<file path="src/rtl/lsu_mem_pkg.sv">
`default_nettype none
// +----------------------------------------------------------------------+
// | Package : lsu_mem_pkg                                                |
// | Shared access-size encodings, controller state encoding and the      |
// | byte-lane mask helper used by the LSU memory front end.              |
// | Rev     : 1.0  initial release                                       |
// +----------------------------------------------------------------------+
package lsu_mem_pkg;

   localparam logic [1:0] SZ_BYTE = 2'd0;
   localparam logic [1:0] SZ_HALF = 2'd1;
   localparam logic [1:0] SZ_WORD = 2'd2;
   localparam logic [1:0] SZ_RSVD = 2'd3;

   typedef enum logic [2:0] {
      ST_IDLE = 3'd0,
      ST_RD   = 3'd1,
      ST_DATA = 3'd2,
      ST_WR   = 3'd3,
      ST_RESP = 3'd4
   } state_t;

   // Bytes of the 32-bit word touched by an access of the given size.
   function automatic logic [3:0] byte_mask(input logic [1:0] size,
                                            input logic [1:0] addr_lo);
      logic [3:0] mask;
      case (size)
         SZ_BYTE: mask = 4'b0001 << addr_lo;
         SZ_HALF: mask = addr_lo[1] ? 4'b1100 : 4'b0011;
         default: mask = 4'b1111;
      endcase
      return mask;
   endfunction

endpackage
`default_nettype wire

</file>
<file path="src/rtl/lsu_mem_ctrl_if.sv">
`default_nettype none
// +----------------------------------------------------------------------+
// | Interface : lsu_mem_ctrl_if                                          |
// | Request/response handshake plus the single-port memory bus seen by   |
// | the LSU memory controller. slave = controller side, master = the     |
// | requester together with the memory.                                  |
// | Rev       : 1.0  initial release                                     |
// +----------------------------------------------------------------------+
interface lsu_mem_ctrl_if #(
   parameter int ADDR_WIDTH     = 32,
   parameter int MEM_ADDR_WIDTH = 10
);
   logic                      req_valid;
   logic                      req_ready;
   logic                      req_we;
   logic [1:0]                req_size;
   logic                      req_unsigned;
   logic [ADDR_WIDTH-1:0]     req_addr;
   logic [31:0]               req_wdata;
   logic                      rsp_valid;
   logic [31:0]               rsp_rdata;
   logic                      rsp_err;
   logic                      mem_en;
   logic                      mem_wr;
   logic [MEM_ADDR_WIDTH-1:0] mem_addr;
   logic [31:0]               mem_wdata;
   logic [31:0]               mem_rdata;

   modport slave (
      input  req_valid, req_we, req_size, req_unsigned, req_addr, req_wdata, mem_rdata,
      output req_ready, rsp_valid, rsp_rdata, rsp_err, mem_en, mem_wr, mem_addr, mem_wdata
   );

   modport master (
      output req_valid, req_we, req_size, req_unsigned, req_addr, req_wdata, mem_rdata,
      input  req_ready, rsp_valid, rsp_rdata, rsp_err, mem_en, mem_wr, mem_addr, mem_wdata
   );
endinterface
`default_nettype wire

</file>
<file path="src/rtl/lsu_mem_align.sv">
`default_nettype none
// +----------------------------------------------------------------------+
// | Module : lsu_mem_align                                               |
// | Combinational lane logic: extracts and extends load data, and merges |
// | replicated store data into the read word for sub-word stores.        |
// | Rev    : 1.0  initial release                                        |
// +----------------------------------------------------------------------+
module lsu_mem_align
   import lsu_mem_pkg::*;
(
   input  wire logic [1:0]  i_size,
   input  wire logic [1:0]  i_addr_lo,
   input  wire logic        i_unsigned,
   input  wire logic [31:0] i_rdata,
   input  wire logic [31:0] i_wdata,
   output logic      [31:0] o_load_data,
   output logic      [31:0] o_merged
);

   logic [3:0]  w_mask;
   logic [7:0]  w_byte;
   logic [15:0] w_half;
   logic [31:0] w_rep;

   assign w_mask = byte_mask(i_size, i_addr_lo);
   assign w_half = i_addr_lo[1] ? i_rdata[31:16] : i_rdata[15:0];

   // Select the addressed byte lane of the read word.
   always_comb begin
      w_byte = i_rdata[7:0];
      case (i_addr_lo)
         2'd0:    w_byte = i_rdata[7:0];
         2'd1:    w_byte = i_rdata[15:8];
         2'd2:    w_byte = i_rdata[23:16];
         default: w_byte = i_rdata[31:24];
      endcase
   end

   // Sign- or zero-extend the selected lane to a full word.
   always_comb begin
      o_load_data = i_rdata;
      case (i_size)
         SZ_BYTE: o_load_data = {{24{~i_unsigned & w_byte[7]}}, w_byte};
         SZ_HALF: o_load_data = {{16{~i_unsigned & w_half[15]}}, w_half};
         default: o_load_data = i_rdata;
      endcase
   end

   // Replicate right-aligned store data into every lane it could occupy.
   always_comb begin
      w_rep = i_wdata;
      case (i_size)
         SZ_BYTE: w_rep = {4{i_wdata[7:0]}};
         SZ_HALF: w_rep = {2{i_wdata[15:0]}};
         default: w_rep = i_wdata;
      endcase
   end

   genvar gi;
   generate
      for (gi = 0; gi < 4; gi++) begin : g_lane
         assign o_merged[8*gi +: 8] = w_mask[gi] ? w_rep[8*gi +: 8] : i_rdata[8*gi +: 8];
      end
   endgenerate

endmodule
`default_nettype wire

</file>
<file path="src/rtl/lsu_mem_ctrl.sv">
`default_nettype none
// +----------------------------------------------------------------------+
// | Module : lsu_mem_ctrl                                                |
// | Load/store front end for a single-port 32-bit data memory with       |
// | 1-cycle read latency. Sub-word stores are read-modify-write; loads   |
// | are sign/zero-extended; one response per accepted request.           |
// | Option : LSU_MEM_MISALIGN_ERR_EN - misaligned half/word accesses     |
// |          return rsp_err without touching memory; otherwise the low   |
// |          address bits are forced to alignment.                       |
// | Rev    : 1.0  initial release                                        |
// +----------------------------------------------------------------------+
module lsu_mem_ctrl
   import lsu_mem_pkg::*;
#(
   parameter int ADDR_WIDTH     = 32,
   parameter int MEM_ADDR_WIDTH = 10
)(
   input  wire logic       clk,
   input  wire logic       reset_n,
   lsu_mem_ctrl_if.slave   bus
);

   state_t                    r_state;
   state_t                    w_state_next;
   logic                      r_we;
   logic [1:0]                r_size;
   logic                      r_unsigned;
   logic [1:0]                r_addr_lo;
   logic [MEM_ADDR_WIDTH-1:0] r_mem_addr;
   logic [31:0]               r_wdata;
   logic [31:0]               r_rsp_rdata;

   logic                      w_req_fire;
   logic [1:0]                w_req_size;
   logic [1:0]                w_addr_lo_aligned;
   logic                      w_err_req;
   logic                      w_mem_en;
   logic                      w_mem_wr;
   logic                      w_req_ready;
   logic                      w_rsp_valid;
   logic [31:0]               w_load_data;
   logic [31:0]               w_merged;
   logic                      w_unused_addr;

   // Address bits above the word index are deliberately ignored.
   assign w_unused_addr = ^bus.req_addr[ADDR_WIDTH-1:MEM_ADDR_WIDTH+2];

   assign w_req_fire = bus.req_valid && (r_state == ST_IDLE);
   assign w_req_size = (bus.req_size == SZ_RSVD) ? SZ_WORD : bus.req_size;

   // Lane offset after alignment; misaligned requests either error out or use this.
   always_comb begin
      w_addr_lo_aligned = bus.req_addr[1:0];
      case (w_req_size)
         SZ_HALF: w_addr_lo_aligned = {bus.req_addr[1], 1'b0};
         SZ_WORD: w_addr_lo_aligned = 2'b00;
         default: w_addr_lo_aligned = bus.req_addr[1:0];
      endcase
   end

`ifdef LSU_MEM_MISALIGN_ERR_EN
   logic r_err;

   assign w_err_req = ((w_req_size == SZ_HALF) && bus.req_addr[0]) ||
                      ((w_req_size == SZ_WORD) && (bus.req_addr[1:0] != 2'b00));

   // Remember whether the accepted request is a misaligned-access error.
   always_ff @(posedge clk or negedge reset_n) begin
      if (!reset_n)        r_err <= 1'b0;
      else if (w_req_fire) r_err <= w_err_req;
   end

   assign bus.rsp_err = r_err && (r_state == ST_RESP);
`else
   assign w_err_req   = 1'b0;
   assign bus.rsp_err = 1'b0;
`endif

   // State register; reset aborts any operation in flight.
   always_ff @(posedge clk or negedge reset_n) begin
      if (!reset_n) r_state <= ST_IDLE;
      else          r_state <= w_state_next;
   end

   // Next-state and memory/handshake strobes.
   always_comb begin
      w_state_next = r_state;
      w_mem_en     = 1'b0;
      w_mem_wr     = 1'b0;
      w_req_ready  = 1'b0;
      w_rsp_valid  = 1'b0;
      case (r_state)
         ST_IDLE: begin
            w_req_ready = 1'b1;
            if (bus.req_valid) begin
               if (w_err_req)                            w_state_next = ST_RESP;
               else if (bus.req_we && (w_req_size == SZ_WORD)) w_state_next = ST_WR;
               else                                      w_state_next = ST_RD;
            end
         end
         ST_RD: begin
            w_mem_en     = 1'b1;
            w_state_next = ST_DATA;
         end
         ST_DATA: begin
            w_state_next = r_we ? ST_WR : ST_RESP;
         end
         ST_WR: begin
            w_mem_en     = 1'b1;
            w_mem_wr     = 1'b1;
            w_state_next = ST_RESP;
         end
         ST_RESP: begin
            w_rsp_valid  = 1'b1;
            w_state_next = ST_IDLE;
         end
         default: w_state_next = ST_IDLE;
      endcase
   end

   // Capture the request on handshake; fold the read word into store data in DATA.
   always_ff @(posedge clk or negedge reset_n) begin
      if (!reset_n) begin
         r_we       <= 1'b0;
         r_size     <= SZ_BYTE;
         r_unsigned <= 1'b0;
         r_addr_lo  <= 2'b00;
         r_mem_addr <= '0;
         r_wdata    <= '0;
      end else if (w_req_fire) begin
         r_we       <= bus.req_we;
         r_size     <= w_req_size;
         r_unsigned <= bus.req_unsigned;
         r_addr_lo  <= w_addr_lo_aligned;
         r_mem_addr <= bus.req_addr[MEM_ADDR_WIDTH+1:2];
         r_wdata    <= bus.req_wdata;
      end else if ((r_state == ST_DATA) && r_we) begin
         r_wdata    <= w_merged;
      end
   end

   // Load result is latched on entry to RESP; stores and errors return zero.
   always_ff @(posedge clk or negedge reset_n) begin
      if (!reset_n)
         r_rsp_rdata <= '0;
      else if (w_state_next == ST_RESP)
         r_rsp_rdata <= ((r_state == ST_DATA) && !r_we) ? w_load_data : 32'd0;
   end

   lsu_mem_align u_align (
      .i_size      (r_size),
      .i_addr_lo   (r_addr_lo),
      .i_unsigned  (r_unsigned),
      .i_rdata     (bus.mem_rdata),
      .i_wdata     (r_wdata),
      .o_load_data (w_load_data),
      .o_merged    (w_merged)
   );

   assign bus.req_ready = w_req_ready;
   assign bus.rsp_valid = w_rsp_valid;
   assign bus.rsp_rdata = r_rsp_rdata;
   assign bus.mem_en    = w_mem_en;
   assign bus.mem_wr    = w_mem_wr;
   assign bus.mem_addr  = r_mem_addr;
   assign bus.mem_wdata = r_wdata;

endmodule
`default_nettype wire

</file>
<file path="src/flat_wrapper.sv">
// flat-port wrapper written by rule: the top's interface ports become plain ports
module lsu_mem_ctrl_flat import lsu_mem_pkg::*;
#(
   parameter int ADDR_WIDTH     = 32,
   parameter int MEM_ADDR_WIDTH = 10
)
  (clk, reset_n, bus_req_valid, bus_req_we, bus_req_size, bus_req_unsigned, bus_req_addr, bus_req_wdata, bus_mem_rdata, bus_req_ready, bus_rsp_valid, bus_rsp_rdata, bus_rsp_err, bus_mem_en, bus_mem_wr, bus_mem_addr, bus_mem_wdata);
  lsu_mem_ctrl_if #(.ADDR_WIDTH(ADDR_WIDTH), .MEM_ADDR_WIDTH(MEM_ADDR_WIDTH)) bus_i ();
  input  wire logic clk;
  input  wire logic reset_n;
  input wire logic [$bits(bus_i.req_valid)-1:0] bus_req_valid;
  input wire logic [$bits(bus_i.req_we)-1:0] bus_req_we;
  input wire logic [$bits(bus_i.req_size)-1:0] bus_req_size;
  input wire logic [$bits(bus_i.req_unsigned)-1:0] bus_req_unsigned;
  input wire logic [$bits(bus_i.req_addr)-1:0] bus_req_addr;
  input wire logic [$bits(bus_i.req_wdata)-1:0] bus_req_wdata;
  input wire logic [$bits(bus_i.mem_rdata)-1:0] bus_mem_rdata;
  output wire logic [$bits(bus_i.req_ready)-1:0] bus_req_ready;
  output wire logic [$bits(bus_i.rsp_valid)-1:0] bus_rsp_valid;
  output wire logic [$bits(bus_i.rsp_rdata)-1:0] bus_rsp_rdata;
  output wire logic [$bits(bus_i.rsp_err)-1:0] bus_rsp_err;
  output wire logic [$bits(bus_i.mem_en)-1:0] bus_mem_en;
  output wire logic [$bits(bus_i.mem_wr)-1:0] bus_mem_wr;
  output wire logic [$bits(bus_i.mem_addr)-1:0] bus_mem_addr;
  output wire logic [$bits(bus_i.mem_wdata)-1:0] bus_mem_wdata;
  assign bus_i.req_valid = bus_req_valid;
  assign bus_i.req_we = bus_req_we;
  assign bus_i.req_size = bus_req_size;
  assign bus_i.req_unsigned = bus_req_unsigned;
  assign bus_i.req_addr = bus_req_addr;
  assign bus_i.req_wdata = bus_req_wdata;
  assign bus_i.mem_rdata = bus_mem_rdata;
  assign bus_req_ready = bus_i.req_ready;
  assign bus_rsp_valid = bus_i.rsp_valid;
  assign bus_rsp_rdata = bus_i.rsp_rdata;
  assign bus_rsp_err = bus_i.rsp_err;
  assign bus_mem_en = bus_i.mem_en;
  assign bus_mem_wr = bus_i.mem_wr;
  assign bus_mem_addr = bus_i.mem_addr;
  assign bus_mem_wdata = bus_i.mem_wdata;
  lsu_mem_ctrl #(.ADDR_WIDTH(ADDR_WIDTH), .MEM_ADDR_WIDTH(MEM_ADDR_WIDTH)) u_core (.clk(clk), .reset_n(reset_n), .bus(bus_i));
endmodule
</file>
<file path="config.mk">
export PLATFORM = sky130hd
export DESIGN_NAME = lsu_mem_ctrl_flat
export DESIGN_NICKNAME = d
export VERILOG_FILES = /design/src/rtl/lsu_mem_pkg.sv /design/src/rtl/lsu_mem_ctrl_if.sv /design/src/rtl/lsu_mem_align.sv /design/src/rtl/lsu_mem_ctrl.sv /design/src/flat_wrapper.sv
export SDC_FILE = /design/constraint.sdc
export NUM_CORES = 1
export LEC_CHECK = 0
export ABC_AREA = 1
export BUFFER_PORTS_ARGS = -buffer_cell sky130_fd_sc_hd__buf_2
export CORE_ASPECT_RATIO = 1.5
export CORE_MARGIN = 5
export CORE_UTILIZATION = 52
export CTS_CLUSTER_DIAMETER = 200
export DETAILED_ROUTE_END_ITERATION = 10
export GPL_ROUTABILITY_DRIVEN = 1
export PLACE_DENSITY_LB_ADDON = 0.1
export SLEW_MARGIN = 20
export SYNTH_ARGS = -nofsm -noshare
export SYNTH_HDL_FRONTEND = slang
export SYNTH_HIERARCHICAL = 1
export SYNTH_SLANG_ARGS = --single-unit
</file>
<file path="constraint.sdc">
create_clock -name clk -period 1.82 [get_ports clk]
set_input_delay 0 -clock clk [delete_from_list [all_inputs] [get_ports clk]]
set_output_delay 0 -clock clk [all_outputs]
set_load 0.03 [all_outputs]
</file>
Yosys cells after proc, flatten, opt, wreduce, memory -nomap -nowiden
Cells that the tools add are included.
Widths: inputs -> output; s select.
{ "totals": {"reg_bits": 83, "output_inout_bits": 79, "elab_cells": 68} }
{ "classes": {"eq_ne": 16, "n_shift": 1, "n_mux": 23, "bitwise_logic": 3, "reduce_logical": 14} }
{ "ops": {"columns": ["op", "n"], "rows": [
  ["$pmux 32 s2", 2],
  ["$mux 32", 3],
  ["$mux 8", 4],
  ["$pmux 8 s3", 1],
  ["$mux 16", 1],
  ["$pmux 3 s4", 1],
  ["$ne 4x1->1 const B", 2],
  ["$pmux 4 s2", 1],
  ["$eq 2x1->1 const B", 3],
  ["$eq 2x2->1 const B", 3],
  ["$eq 3x2->1 const B", 2],
  ["$eq 3x3->1 const B", 2],
  ["$mux 3", 2],
  ["$reduce_and 2->1", 3],
  ["$logic_and 1x1->1", 4],
  ["$logic_not 2->1", 2],
  ["$mux 1", 4],
  ["$mux 2", 2],
  ["$mux 4", 1],
  ["$pmux 2 s2", 1],
  ["$shl 1x2->4 const A", 1],
  ["$eq 3x1->1 const B", 1],
  ["$logic_not 3->1", 1],
  ["$ne 3x1->1 const B", 1],
  ["other kinds (8)", 9]
]} }

Logic depth before layout (Yosys ltp)
{ "logic_depth": {"ltp_word": 8, "depth_mapped": 12, "mapped_depth_nobuf": 12} }

Cells and area by module
The synthesis kept the hierarchy.
{ "by_module_without_submodules": {"columns": ["mod", "n_inst", "cells_each", "area_per_inst_um2"], "rows": [
  ["lsu_mem_ctrl", 1, 512, 3950.0],
  ["lsu_mem_align", 1, 331, 1541.5]
]} }

Least setup slack after synthesis
OpenSTA, ideal clock, no wires.
{ "synth_path": {"path_type": "register -> register", "startpoint": "register u_core.r_size[1]", "endpoint": "register u_core.r_wdata[21], in the netlist u_core/bus.mem_wdata[21]", "setup_time_ps": 118, "arrival_time_ps": 1357, "required_time_ps": 1702, "path_slack_ps": 346, "path_stages_with_launch": 13, "cell_sequence": "dfrtp_1 -> buf_6 -> nor2_8 -> nand2_2 -> nand2_2 -> nand2_2 -> buf_6 -> nand2_1 -> o21ai_2 -> inv_1 -> nand2_1 -> nand3_1 -> nand2_1"} }
{ "synth_via": {"elab_chain_len": 5} }
{ "synth_rtl": {"columns": ["element", "line", "source"], "rows": [
  ["start, declared", "lsu_mem_ctrl.sv:26", "logic [1:0] r_size;"],
  ["start signal, assigned", "lsu_mem_ctrl.sv:132", "r_size <= w_req_size;"],
  ["$eq 2x1->1 or $logic_not 2->1 (tied branches)", "lsu_mem_pkg.sv:27", "case (size)"],
  ["$pmux 4 s2 *", "lsu_mem_pkg.sv:27", null],
  ["$mux 8 *", "lsu_mem_align.sv:62", "assign o_merged[8*gi +: 8] = w_mask[gi] ? w_rep[8*gi +: 8] : i_rdata[8*gi +: 8];"],
  ["named net u_core.w_merged[21]", "lsu_mem_ctrl.sv:42", "logic [31:0] w_merged;"],
  ["$mux 32 *", "lsu_mem_ctrl.sv:137", "end else if ((r_state == ST_DATA) && r_we) begin"],
  ["$mux 32 *", "lsu_mem_ctrl.sv:130", "end else if (w_req_fire) begin"],
  ["end signal, assigned", "lsu_mem_ctrl.sv:136", "r_wdata <= bus.req_wdata;"],
  ["end signal, assigned", "lsu_mem_ctrl.sv:138", "r_wdata <= w_merged;"],
  ["end, declared", "lsu_mem_ctrl.sv:30", "logic [31:0] r_wdata;"]
]} }
Mark *: on every way through the listed nets, which the timed path passes. The rest lies on a longest branch. The select of a mux whose other input is x is not followed.
A chain may end at the register's enable or synchronous reset.

Final worst setup path
{ "layout_path": {"startpoint": "register u_core.r_state[0]", "endpoint": "register u_core.r_addr_lo[1]"} }
{ "layout_via": {"elab_chain_len": 2} }
{ "layout_rtl": {"columns": ["element", "line", "source"], "rows": [
  ["start, declared", "lsu_mem_ctrl.sv:23", "state_t r_state;"],
  ["start signal, assigned", "lsu_mem_ctrl.sv:82", "else r_state <= w_state_next;"],
  ["$logic_not 3->1", "lsu_mem_ctrl.sv:48", "assign w_req_fire = bus.req_valid && (r_state == ST_IDLE);"],
  ["$logic_and 1x1->1", "lsu_mem_ctrl.sv:48", null],
  ["end signal, assigned", "lsu_mem_ctrl.sv:134", "r_addr_lo <= w_addr_lo_aligned;"],
  ["end, declared", "lsu_mem_ctrl.sv:28", "logic [1:0] r_addr_lo;"]
]} }
Every way passes these cells.

==> flow_metrics.env <==
export IMPL_outcome="completed"
export IMPL_internal_power_mw=6.32
export IMPL_slew_limit_headroom_pct=41.2
export IMPL_dp_cells=1116
export IMPL_grt_util_all_layers_pct=29.0
export IMPL_dp_hpwl_um=13400
export IMPL_num_vias=6117
export IMPL_die_y_um=136
export IMPL_rsz0062_at_grt="false"
export IMPL_critPathMaxFanout=7
export IMPL_first_pass_iters=6
export IMPL_initial_core_util_pct=52.4
export IMPL_drc=0
export IMPL_path_class="reg2reg"
export IMPL_ant_nets=0
export IMPL_place_congestion=0.947
export IMPL_pin_count=182
export IMPL_finalPower_mw=13.4
export IMPL_utilization_pct=67.2
export IMPL_cp_required_ps=2090
export IMPL_worstReg2RegEnd="u_core/r_addr_lo[1]$_DFFE_PN0P_"
export IMPL_ys_seq_elements=83
export IMPL_endpoint_kind="flop"
export IMPL_hold_path_depth=3
export IMPL_layout_commonest_cell="nand2_1"
export IMPL_final_cells=1160
export IMPL_fillers=1068
export IMPL_p_clk_share_pct=14.9
export IMPL_wl_met3_um=988
export IMPL_vias_per_cell=5.27
export IMPL_netlist_area_um2=5490
export IMPL_combPwrFrac_pct=60.5
export IMPL_grt_max_degree=40
export IMPL_seq_power_share_pct=24.7
export IMPL_p_sw_share_pct=52.8
export IMPL_stdcell_area_um2=7040
export IMPL_synth_seq_area_share_pct=37.8
export IMPL_syn2layout_area_growth_pct=28.2
export IMPL_portBuffers=160
export IMPL_fin_tns_setup_ps=0
export IMPL_std_cell_rows=46
export IMPL_drive_gt1_share_pct=23.3
export IMPL_clk_latency_ps=350
export IMPL_met1Wirelength_um=7520
export IMPL_cts_htree_levels=3
export IMPL_core_um2=10500
export IMPL_power_density_nw_per_um2=1900
export IMPL_grt_pass1_vias=5863
export IMPL_cts_inserted_buffers=9
export IMPL_antenna_found_initial=0
export IMPL_dpl_cell_area_um2=6390
export IMPL_r2r_slack_ps=110
export IMPL_routedWlPerCell_um=15.7
export IMPL_die_w_um=93.9
export IMPL_min_to="u_core/r_size[1]$_DFFE_PN0P_"
export IMPL_drv_cap=0
export IMPL_max_vdd_ir_drop_uv=984
export IMPL_yosys_warnings=6
export IMPL_synth_cell_types=25
export IMPL_fmax_mhz=585
export IMPL_worstHoldPathType="in2reg"
export IMPL_fin_ws_ps=110
export IMPL_syn_inst=843
export IMPL_wirelength_um=18200
export IMPL_hold_ws_ps=1.94
export IMPL_setup_viol_count_final=0
export IMPL_final_cell_mix="nand2_1 (316), buf_2 (159), nand3_1 (114)"
export IMPL_fin_crit_ps=1710
export IMPL_p_switching_mw=7.07
export IMPL_synth_area_per_cell_um2=6.51
export IMPL_grt_pass1_wl_um=29200
export IMPL_clock_root_buffer="clkbuf_16"
export IMPL_syn_nets=946
export IMPL_drt_iter0_markers=470
export IMPL_die_area_um2=12800
export IMPL_cts_sinks=83
export IMPL_diodes=0
export IMPL_grt_overflow_total=0
export IMPL_clkTransAtPathRegs_ps=70
export IMPL_place_ws_ps=80.2
export IMPL_post_route_period_util_pct=94.0
export IMPL_met2RoutedLength_um=8810
export IMPL_reg2reg_from="u_core/r_state[0]$_DFF_PN0_"
export IMPL_critPathArrivalTime_ps=1980
export IMPL_start_kind="flop"
export IMPL_nets=1115
export IMPL_hold_viol_final=0
export IMPL_highest_layer="met4"
export IMPL_p_leak_nw=4.10
export IMPL_cts_tree="yes"
export IMPL_worst_slew_pin_slew_ps=881
export IMPL_drv_slew=0
export IMPL_reg2reg_depth=6
export IMPL_cts_buffer_depth=2
export IMPL_worstHoldStart="bus_req_size[1]"
export IMPL_finClkSkew_ps=9.81
==> Yosys cell counts, drive strengths merged <==
cell type / number / area (um2)
conb: 1 / 3.75
a21oi: 1 / 5.00
buf: 27 / 171
o21ai: 85 / 452
or2: 4 / 25.0
o211ai: 7 / 52.6
dfrtp: 83 / 2080
nand4: 32 / 200
nor3: 2 / 10.0
clkbuf: 25 / 93.8
nand2: 324 / 1240
nand3: 118 / 611
inv: 115 / 432
nor2: 16 / 104
o22ai: 3 / 18.8
==> power groups by stage <==
stage	Combinational, mW	Clock [mW]	Sequential [mW]
after CTS	8.01	2.01	3.29
after floorplan	4.58	0	4.52
after global placement	7.85	0	3.30
final	8.10	1.99	3.30
after global routing	8.96	2.09	3.41
after detailed placement	7.93	0	3.32
==> logic make-up (layout without fill, tap and decap cells) <==
| family | Yosys count | in the layout | synth area share [%] |
|---|---|---|---|
| AND/OR/NAND/NOR | 496 | 496 | 39.8 |
| AO/OA/AOI/OAI | 96 | 96 | 9.62 |
| flip-flops | 83 | 83 | 37.8 |
| other | 1 | 1 | 0.0683 |
| buffers and inverters | 167 | 340 | 12.7 |
==> layout make-up <==
class,instances,area (um2),share of cell area [%]
multi-input cells,593,2740,38.9
clock inverters,4,75.1,1.07
repair buffers,210,1290,18.3
clock buffers,11,243,3.45
well taps,144,180,2.56
flip-flops and latches,83,2080,29.6
inverters,115,434,6.17
==> layer usage <==
layer  global-route usage (%)  up-vias
li1                         -     3018
met1                     37.0     2817
met2                     48.2      224
met3                     4.26       58
met4                     13.7        0
met5                        0        -
==> state kept, by name, summed over array words and instances (netlist names) <==
register,cells
u_core/r_state,3
u_core/r_we,1
u_core/r_unsigned,1
u_core/bus.rsp_rdata,32
u_core/bus.mem_addr,10
u_core/r_size,2
u_core/r_addr_lo,2
u_core/bus.mem_wdata,32
==> what timing repair did <==
item | in CTS | in global routing
endpoints found under the hold margin | 102 | 0
buffers inserted | 0 | 1
hold buffers | 28 | 0
gates resized for setup | 0 | 8
setup endpoints to repair | 0 | 45
==> worst max-delay path by stage <==
stage	from	to	slack, ps	cells past startpoint
floorplan	u_core/r_size[1]$_DFFE_PN0P_	u_core/bus.mem_wdata[21]$_DFFE_PN0P_	350	12
global placement	u_core/r_size[1]$_DFFE_PN0P_	u_core/bus.rsp_rdata[9]$_DFFE_PN0N_	100	7
detailed placement	u_core/r_size[1]$_DFFE_PN0P_	u_core/bus.rsp_rdata[9]$_DFFE_PN0N_	80	7
CTS	u_core/r_state[0]$_DFF_PN0_	u_core/r_size[0]$_DFFE_PN0P_	60	6
global route	u_core/r_size[1]$_DFFE_PN0P_	u_core/bus.mem_wdata[18]$_DFFE_PN0P_	0.7	10
finish	u_core/r_state[0]$_DFF_PN0_	u_core/r_addr_lo[1]$_DFFE_PN0P_	110	6
==> critical path: stages, from the launching register on <==
cell and delay, ps:
dfrtp_2 460, nor2_4 130, nand3_2 160, nor2_2 180, nand2_1 80, dlygate4sd3_1 560
nand2_1 70
(Power assumes the default switching activity.)
